**config.mk**
```make
export PLATFORM = sky130hd
export DESIGN_NAME = integer_issue_scheduler
export DESIGN_NICKNAME = d
export VERILOG_FILES = /design/src/rtl/integer_issue_scheduler.sv
export SDC_FILE = /design/constraint.sdc
export NUM_CORES = 1
export LEC_CHECK = 0
export BUFFER_PORTS_ARGS = -buffer_cell sky130_fd_sc_hd__buf_2
export CORE_MARGIN = 2
export CORE_UTILIZATION = 28
export CTS_BUF_LIST = sky130_fd_sc_hd__clkbuf_4 sky130_fd_sc_hd__clkbuf_8
export DETAILED_ROUTE_END_ITERATION = 6
export GPL_TIMING_DRIVEN = 0
export MAX_ROUTING_LAYER = met4
export PLACE_DENSITY_LB_ADDON = 0.15
export REMOVE_ABC_BUFFERS = 1
export SLEW_MARGIN = 10
export SYNTH_ARGS = -nofsm -noshare
export SYNTH_HDL_FRONTEND = slang
export SYNTH_SLANG_ARGS = --single-unit
```
**constraint.sdc**
```tcl
create_clock -name clk_i -period 12.8 [get_ports clk_i]
set_clock_uncertainty 0.1 [all_clocks]
set_input_delay 0.64 -clock clk_i [delete_from_list [all_inputs] [get_ports clk_i]]
set_output_delay 0.64 -clock clk_i [all_outputs]
set_load 0.02 [all_outputs]
```
**src/rtl/integer_issue_scheduler.sv**
```systemverilog
// integer_issue_scheduler
//   Registers one decoded integer op per cycle and drives the integer unit's
//   operation/operand/packet/per-unit valid inputs. A writeback-slot
//   reservation vector keeps the fixed-latency sub-units (ALU/BMU/MUL/DIV)
//   from colliding on the shared result bus, and a countdown serialises
//   divisions.
//   data_valid_o bit map: [0] ALU, [1] BMU, [2] MUL, [3] DIV.
//   Optional feature: define ISSUE_STATS_EN to build the stall-cycle counter;
//   otherwise stall_count_o is tied to 0.
module integer_issue_scheduler #(
  parameter int BMU_LATENCY = 1,
  parameter int MUL_LATENCY = 4,
  parameter int DIV_LATENCY = 34,
  parameter int OP_W        = 8,
  parameter int PKT_W       = 32
) (
  input  logic             clk_i,
  input  logic             rst_i,
  input  logic             flush_i,
  input  logic             issue_valid_i,
  output logic             issue_ready_o,
  input  logic [1:0]       unit_i,
  input  logic [OP_W-1:0]  operation_i,
  input  logic [31:0]      operand_1_i,
  input  logic [31:0]      operand_2_i,
  input  logic [PKT_W-1:0] ipacket_i,
  input  logic             div_idle_i,
  output logic [OP_W-1:0]  operation_o,
  output logic [31:0]      operand_1_o,
  output logic [31:0]      operand_2_o,
  output logic [PKT_W-1:0] ipacket_o,
  output logic [3:0]       data_valid_o,
  output logic [31:0]      stall_count_o
);

  localparam int OCC_W = DIV_LATENCY;
  localparam int CNT_W = $clog2(DIV_LATENCY + 2);

  localparam logic [OCC_W-1:0] RESV_BMU = OCC_W'(1) << (BMU_LATENCY - 1);
  localparam logic [OCC_W-1:0] RESV_MUL = OCC_W'(1) << (MUL_LATENCY - 1);
  localparam logic [OCC_W-1:0] RESV_DIV = OCC_W'(1) << (DIV_LATENCY - 1);

  logic [OCC_W-1:0] r_occ;
  logic [CNT_W-1:0] r_div_cnt;
  logic             w_slot_busy;
  logic [OCC_W-1:0] w_resv;
  logic             w_div_open;
  logic             w_accept;

  // Slot lookup and reservation bit for the offered unit. A DIV result lands
  // one cycle past the tracked horizon, where nothing can already be booked.
  always_comb begin
    w_slot_busy = 1'b0;
    w_resv      = '0;
    case (unit_i)
      2'b00: w_slot_busy = r_occ[0];
      2'b01: begin
        w_slot_busy = r_occ[BMU_LATENCY];
        w_resv      = RESV_BMU;
      end
      2'b10: begin
        w_slot_busy = r_occ[MUL_LATENCY];
        w_resv      = RESV_MUL;
      end
      default: begin
        w_slot_busy = 1'b0;
        w_resv      = RESV_DIV;
      end
    endcase
  end

  assign w_div_open    = (r_div_cnt == '0) & div_idle_i;
  assign issue_ready_o = ~rst_i & ~flush_i & ~w_slot_busy &
                         ((unit_i != 2'b11) | w_div_open);
  assign w_accept      = issue_valid_i & issue_ready_o;

  // Reservation shift, division countdown and registered issue outputs.
  always_ff @(posedge clk_i or posedge rst_i) begin
    if (rst_i) begin
      r_occ        <= '0;
      r_div_cnt    <= '0;
      data_valid_o <= '0;
      operation_o  <= '0;
      operand_1_o  <= '0;
      operand_2_o  <= '0;
      ipacket_o    <= '0;
    end else if (flush_i) begin
      r_occ        <= '0;
      r_div_cnt    <= '0;
      data_valid_o <= '0;
    end else begin
      r_occ <= (r_occ >> 1) | (w_accept ? w_resv : '0);
      if (w_accept && unit_i == 2'b11)
        r_div_cnt <= CNT_W'(DIV_LATENCY + 1);
      else if (r_div_cnt != '0)
        r_div_cnt <= r_div_cnt - 1'b1;
      data_valid_o <= w_accept ? (4'b0001 << unit_i) : 4'b0000;
      if (w_accept) begin
        operation_o <= operation_i;
        operand_1_o <= operand_1_i;
        operand_2_o <= operand_2_i;
        ipacket_o   <= ipacket_i;
      end
    end
  end

`ifdef ISSUE_STATS_EN
  logic [31:0] r_stall_cnt;

  // Cycles where decode offered an op that could not issue; flush is not a stall.
  always_ff @(posedge clk_i or posedge rst_i) begin
    if (rst_i)
      r_stall_cnt <= '0;
    else if (issue_valid_i & ~issue_ready_o & ~flush_i)
      r_stall_cnt <= r_stall_cnt + 32'd1;
  end

  assign stall_count_o = r_stall_cnt;
`else
  assign stall_count_o = '0;
`endif

endmodule

```
# After elaboration in Yosys (flattened, before gate mapping)
# Index checks and enable logic that the tools add are counted.
# Widths: inputs -> output; s select.
dict set report word_totals {
  in_bits 111
  out_inout_bits 141
  register_bits 148
}
dict set report classes {
  eq_ne 4
  n_shift 1
  addsub 1
  bitwise_logic 10
  reduce_logical 6
  n_mux 9
}
# cell n
set ops {}
lappend ops {{$pmux 34 s3} 1}
lappend ops {{$mux 34} 2}
lappend ops {{$or 33x34->34} 1}
lappend ops {{$mux 6} 3}
lappend ops {{$mux 4} 2}
lappend ops {{$logic_not 6->1} 1}
lappend ops {{$reduce_bool 6->1} 1}
lappend ops {{$sub 6x1->6 const B} 1}
lappend ops {{$and 1x1->1} 5}
lappend ops {{$eq 2x2->1 const B} 2}
lappend ops {{$shl 1x2->4 const A} 1}
lappend ops {{$not 1->1} 3}
lappend ops {{$pmux 1 s3} 1}
lappend ops {{$reduce_bool 3->1} 1}
lappend ops {{$eq 2x1->1 const B} 1}
lappend ops {{$logic_not 2->1} 1}
lappend ops {{$ne 2x2->1 const B} 1}
lappend ops {{$reduce_and 2->1} 1}
lappend ops {{$logic_and 1x1->1} 1}
lappend ops {{$or 1x1->1} 1}

# Depth between registers and ports, before layout
# Gate-level depths: netlist of run 1.
dict set report logic_depth {
  depth_word 9
  ltp_mapped 9
}

# Worst setup path before layout of run 1
# Ideal clock, no wire load.
dict set report synth_path {
  path_kind {input-to-reg}
  from {in unit_i[0]}
  to {reg operand_1_o[0]}
  path_buffers 4
  cell_stages 8
  arrival_time_ps 2129
  path_slack_ps 10446
  t_required_ps 12575
  setup_time_ps 125
  path_cell_list {clkbuf_2 -> mux2i_1 -> o211ai_1 -> or3b_1 -> buf_2 -> buf_6 -> buf_12 -> mux2_4}
}
dict set report synth_between {
  elab_chain_len 7
  elab_cells_between_ends 11
  classes_between {3 x eq/ne; 1 x mux; 5 x bitwise; 2 x reduce/logical}
}
# item line_no
set synth_lines {}
lappend synth_lines {{start: declaration} 22} ;# input logic [1:0] unit_i,
lappend synth_lines {{$eq 2x2->1, or another cell as far along} 55} ;# case (unit_i)
lappend synth_lines {{$pmux 1 s3} 55}
lappend synth_lines {{$not 1->1} 73} ;# assign issue_ready_o = ~rst_i & ~flush_i & ~w_slot_busy &
lappend synth_lines {{$and 1x1->1} 73}
lappend synth_lines {{$and 1x1->1 (*)} 73}
lappend synth_lines {{$and 1x1->1 (*)} 75} ;# assign w_accept = issue_valid_i & issue_ready_o;
lappend synth_lines {{$reduce_and 2->1 (no line) (*)} n/a}
lappend synth_lines {{end signal: assignment} 100} ;# operand_1_o <= operand_1_i;
lappend synth_lines {{end: declaration} 29} ;# output logic [31:0] operand_1_o,
# Every way passes the cells marked *; elsewhere a longest branch is shown, timed or not.
# A chain may end at the register's enable or synchronous reset.

# Worst setup path after layout of run 1
dict set report layout_path {
  from {reg r_div_cnt[0]}
  to {reg operand_1_o[25]}
}
dict set report layout_between {
  elab_chain_len 6
}
# item line_no
set layout_lines {}
lappend layout_lines {{start: declaration} 44} ;# logic [CNT_W-1:0] r_div_cnt;
lappend layout_lines {{start signal: assignment} 94} ;# r_div_cnt <= CNT_W'(DIV_LATENCY + 1);
lappend layout_lines {{start signal: assignment} 96} ;# r_div_cnt <= r_div_cnt - 1'b1;
lappend layout_lines {{$logic_not 6->1} 72} ;# assign w_div_open = (r_div_cnt == '0) & div_idle_i;
lappend layout_lines {{$and 1x1->1} 72}
lappend layout_lines {{$or 1x1->1} 74} ;# ((unit_i != 2'b11) | w_div_open);
lappend layout_lines {{$and 1x1->1} 73}
lappend layout_lines {{$and 1x1->1} 75}
lappend layout_lines {{$reduce_and 2->1 (no line)} n/a}
# Every way passes these cells.

==> results.ini, run 1 <==
[global_route]
overflow = 0
antenna_found_initial = 0
grt_first_pass_wirelength_mm = 18.7
grt_max_degree = 90
grtUsageTotal_pct = 11.0
grt_pass1_vias = 3665

[setup_path]
r2r_slack_ns = 10.10
cpMaxStageDelayCell = or3b_4
regToRegStartpoint = r_div_cnt[0]
crit_type = reg -> reg
start_kind = flip-flop
critPathBufInv = 2
cpLargestDelayFamily = simple AND/OR/NAND/NOR gates
required_ns = 13.01
reg2regPathDepth = 7
r2r_end = operand_1_o[25]
crit_fanout = 45
cp_slowest_stage_delay_ns = 0.67
cp-startpoint = r_div_cnt[0]
arrival_ns = 2.91
crit_path_cell_trace = inv_1, ha_1, nor3b_4, a31oi_1, or3b_4, buf_16, mux2_4
worstSetupEndpointType = flip-flop
path_depth = 7

[sta]
fin_setup_tns_ns = 0
fin_crit_sh_pct = 21.1
final_hold_viol_count = 0
fmax_ghz = 0.371
rsz0062_at_grt = false
setup_slack_ns = 10.10
slew_headroom_pct = 55.9
tightest_slew_ns = 0.662
report.final.slew_viol_count = 0
finalSetupViolations = 0
min_period_ns = 2.70

[yosys]
synth_common_cells = dfrtp_1, mux2_2, mux2_4
synth_edf_count = 0
synth_ff_type = dfrtp_1
synth_seq_area_share_pct = 62.1
synthTopCellsByArea = dfrtp_1, mux2_4, mux2_2
synth_area_um2 = 5960
synthCells = 381
synth.largest_area_cell = dfrtp_1
ys_async_sr_fraction_pct = 100
ys_ff_latch = 148
yosysMostFrequentCell = dfrtp_1
yosysTopAreaCellShare_pct = 62.1
post_synth.cell_area_avg_um2 = 15.6
yosysUniqueCellTypes = 34
ys.warnings.count = 0

[layout]
final_nets = 716
antennaDiodeCount = 0
area_growth_pct = 27.3
drive_gt1_share_pct = 58.6
nFillCells = 2059

[detailed_routing]
wl_met1_mm = 5.26
wl_met2_mm = 5.72
drt-vias-per-instance = 3.99
met3_length_um = 943
wirelength_mm = 12.0
drt_first_pass_iters = 4
drc = 0
detail-route-antenna-nets = 0
vias = 3556
post_drt_wl_per_cell_um = 13.5
top_layer_used = met4
drt_iter0_markers = 81

[run]
maxCapViolCount = 0

[floorplan]
die_h_um = 150
initial_core_util_pct = 28.5
core_um2 = 21000
die_w_um = 150
dieArea_um2 = 22500
rows = 53
ios = 252

[placed_design]
place_ws_ns = 9.73
dp.final_hpwl_mm = 8.42
port_buffers = 219
gp_congestion = 0.686

[cts]
cts_num_sinks = 148
cts_root_buf = clkbuf_8
worstSkewPairLatency_ns = 0.43
htreeDepth = 4
post_cts_buffers = 0
hold_buffers = 0
clk_pin_slew_ns = 0.08
ctsLongestPathBuffers = 2
numCtsBuffers = 17
cts_tree = done
cts_resized = 0

[power_and_ir_drop]
p_leak_nw = 3.94
power_density_nw_per_um2 = 186
ir_drop_v = 0.0000753

[hold_path]
min_path_type = in -> async

[outcome]
status = finished, final reports clean

## power breakdown
| part | switching [mW] | internal (mW) |
|---|---|---|
| clock | 0.178 | 0.183 |
| sequential | 0.0519 | 0.566 |
| combinational | 0.238 | 0.196 |
| total | 0.468 | 0.944 |
## state kept, by name, summed over array words and instances (netlist names)
register      flops
operand_2_o      32
data_valid_o      4
ipacket_o        32
r_occ            34
r_div_cnt         6
operand_1_o      32
operation_o       8
## cell type report
type | count | area, µm² | share of cell area [%]
Clock buffer | 20 | 263 | 3.46
Inverter | 8 | 37.5 | 0.495
Sequential cell | 148 | 3700 | 48.8
Timing Repair Buffer | 222 | 1170 | 15.4
Tap cell | 275 | 344 | 4.53
Clock inverter | 12 | 130 | 1.71
Multi-Input combinational cell | 206 | 1940 | 25.6
## through the flow
| stage | instance area [µm²] | total power, mW | hold slack, ns | utilization, % | instances |
|---|---|---|---|---|---|
| after floorplan | 5670 | 0.918 | 0.339 | - | 362 |
| after global placement | 7110 | 1.06 | 0.349 | 33.9 | 856 |
| after detailed placement | 7200 | 1.07 | 0.348 | 34.3 | 859 |
| after CTS | 7590 | 1.44 | 0.112 | 36.2 | 891 |
| after global routing | 7590 | 1.50 | 0.117 | 36.2 | 891 |
| final | 7590 | 1.41 | 0.120 | 36.2 | 891 |
## how the worst max path moves through the flow
stage | endpoint
detailed placement | ipacket_o[30]
global route | operation_o[6]
finish | operand_1_o[25]
global placement | operand_2_o[0]
CTS | operand_1_o[25]
floorplan | ipacket_o[0]
## per-layer routing
metal,global-route usage (%),vias up
li1,-,1660
met5,-,-
met2,16.4,160
met3,4.18,7
met1,13.9,1729
met4,3.54,0
## cell usage in the layout, fill, tap and decap left out, drive strengths merged, types with 2 or more instances in the layout
cell type	synthesis	final
dfrtp	148	148
nor2	7	7
conb	1	32
o22ai	2	2
nor2b	31	31
nand2	4	4
buf	46	222
xnor2	3	3
o32ai	2	2
nor3	4	4
clkinvlp	0	5
a21oi	2	2
inv	8	10
ha	2	2
clkinv	0	3
clkbuf	4	20
bufinv	0	2
mux2	104	104
## logic make-up after synthesis
family                     share of synthesized area [%]
xor gates and xnor gates                           0.441
AOI/OAI and AO/OA                                   1.45
and+or+nand+nor                                     5.23
muxes                                               23.0
other                                             0.0629
DFF                                                 62.1
adders and majority gates                          0.420
buffers and inverters                               7.32
No activity file was read; power rests on OpenSTA's default activity.
==> run 2: changes to the inputs <==
Clock period 12.8 ns to 2.49 ns, I/O delays scaled along.
==> results.ini, run 2 (synthesis gave the netlist of run 1 again) <==
[setup_path]
cp_slowest_stage_delay_ns = 0.47  ; -0.20 ns
crit_path_cell_trace = inv_1, ha_1, nor3b_4, a31oi_2, or3b_4, buf_16, mux2_4
cpMaxStageDelayCell = or3b_4
arrival_ns = 2.55  ; -0.36 ns
required_ns = 2.70  ; -10.31 ns
worstSetupEndpointType = flip-flop
crit_fanout = 45  ; unchanged
start_kind = flip-flop
crit_type = reg -> reg

[hold_path]
min_path_type = in -> reg

[floorplan]
die_w_um = 150  ; unchanged
initial_core_util_pct = 28.5  ; unchanged
rows = 53  ; unchanged
ios = 252  ; unchanged
core_um2 = 21000  ; unchanged
die_h_um = 150  ; unchanged
dieArea_um2 = 22500  ; unchanged

[detailed_routing]
drt_iter0_markers = 97  ; +20%
wirelength_mm = 13.4  ; +11%
drc = 0  ; unchanged
post_drt_wl_per_cell_um = 13.4  ; -0.85%
detail-route-antenna-nets = 0  ; unchanged
drt_first_pass_iters = 4  ; unchanged
drt-vias-per-instance = 3.99  ; about the same
vias = 3997  ; +12%

[global_route]
grtUsageTotal_pct = 12.3  ; +1.3 points
overflow = 0  ; unchanged
grt_max_degree = 90  ; unchanged
antenna_found_initial = 0  ; unchanged
grt_pass1_vias = 4218  ; +15%
grt_first_pass_wirelength_mm = 21.2  ; +13%

[cts]
cts_root_buf = clkbuf_8
cts_num_sinks = 148  ; unchanged
htreeDepth = 4  ; unchanged
clk_pin_slew_ns = 0.08  ; about the same
worstSkewPairLatency_ns = 0.43  ; about the same
cts_tree = done
numCtsBuffers = 17  ; unchanged
ctsLongestPathBuffers = 2  ; unchanged

[layout]
final_nets = 826  ; +15%
area_growth_pct = 45.8
antennaDiodeCount = 0  ; unchanged
largest_reg_flops = 34  ; unchanged
final_common_cell = buf_2
final_cell_area_um2 = 8690  ; +15%
final_cell_mix = buf_2, dfrtp_1, dlygate4sd3_1
final_util_pct = 41.5  ; +5.3 points
instances_no_fill = 1001  ; +12%
drive_gt1_share_pct = 50.3  ; -8.3 points
top_register = r_occ

[sta]
tightest_slew_ns = 0.653  ; -0.00948 ns
setup_slack_ns = 0.150  ; -9.95 ns
min_period_ns = 2.34  ; -0.356 ns
fin_crit_sh_pct = 94.0  ; +73 points
finalSetupViolations = 0  ; unchanged
holdWs_ns = 0.128  ; +0.00819 ns
final_hold_viol_count = 0  ; unchanged
fmax_ghz = 0.427  ; +15%
slew_headroom_pct = 56.5  ; +0.63 points
fin_setup_tns_ns = 0  ; unchanged
report.final.slew_viol_count = 0  ; unchanged
rsz0062_at_grt = false

[placed_design]
port_buffers = 219  ; unchanged
gp_congestion = 0.686  ; unchanged
place_ws_ns = -0.181  ; -9.91 ns
place_inst = 859  ; unchanged
dpl_cell_area_um2 = 7200  ; unchanged
dp.final_hpwl_mm = 8.42  ; unchanged

[power_and_ir_drop]
power.total_mw = 7.44  ; +430%
power_density_nw_per_um2 = 856  ; +360%
ir_drop_v = 0.000430  ; +470%
p_leak_nw = 4.40  ; +12%

[run]
maxCapViolCount = 0  ; unchanged

[outcome]
status = finished, final reports clean

==> run 2: cell types whose count changed in the layout (fill, tap and decap cells not counted) <==
cell and change:
dlygate4sd3_1 +107, buf_4 +2, a31oi_1 -1, a31oi_2 +1, or3b_4 +1
==> run 2: timing repair <==
item	4_1_cts	5_1_grt
hold buffers	107	0
pin swaps	1	0
resized for setup	2	0
endpoints found under the setup margin	81	89
gates cloned	1	0
hold endpoints to repair	168	0
setup buffers	1	1
==> run 2: layer usage <==
layer / wire length [µm] / vias to the layer above / GRT usage, %
li1: - / 1883 / -
met1: 5890 / 1937 / 15.1
met2: 6560 / 166 / 19.6
met3: 799 / 11 / 3.69
met4: 163 / 0 / 3.87
met5: 0 / - / -
==> run 2: final cells by class <==
| type | instances | area, µm² |
|---|---|---|
| fillers | 1955 | 12300 |
| flip-flops and latches | 148 | 3700 |
| repair buffers | 331 | 2260 |
| multi-input cells | 207 | 1960 |
| well taps | 275 | 344 |
| clock buffers | 20 | 263 |
| clock inverters | 12 | 130 |
| inverters | 8 | 37.5 |
==> run 2: report_power, final <==
| part | leakage [nW] | total (mW) | switching [mW] | internal [mW] |
|---|---|---|---|---|
| sequential | 1.84 | 3.18 | 0.272 | 2.91 |
| clock | 0.188 | 1.86 | 0.915 | 0.940 |
| combinational | 2.37 | 2.40 | 1.27 | 1.13 |
==> run 2: critical path, delay by kind of cell (launching register included) <==
family                   cells  cell delay (ns)
AO/OA/AOI/OAI                1             0.16
adder cells (fa/ha/maj)      1             0.17
buffers and inverters        2             0.32
flip-flops                   1             0.42
multiplexers                 1             0.34
AND/OR/NAND/NOR              2             0.67
==> run 2: final timing paths <==
kind | start | cells after the start | endpoint | slack [ns]
max in group asynchronous | rst_i | 4 | ipacket_o[12] | 1.36
min in group asynchronous | rst_i | 3 | data_valid_o[3] | 0.16
worst min-delay path | flush_i | 2 | r_occ[28] | 0.13
worst min register to register | r_occ[29] | 1 | r_occ[28] | 0.36
worst max register to register | r_div_cnt[0] | 7 | operand_1_o[25] | 0.15
worst max-delay path | r_div_cnt[0] | 7 | operand_1_o[25] | 0.15
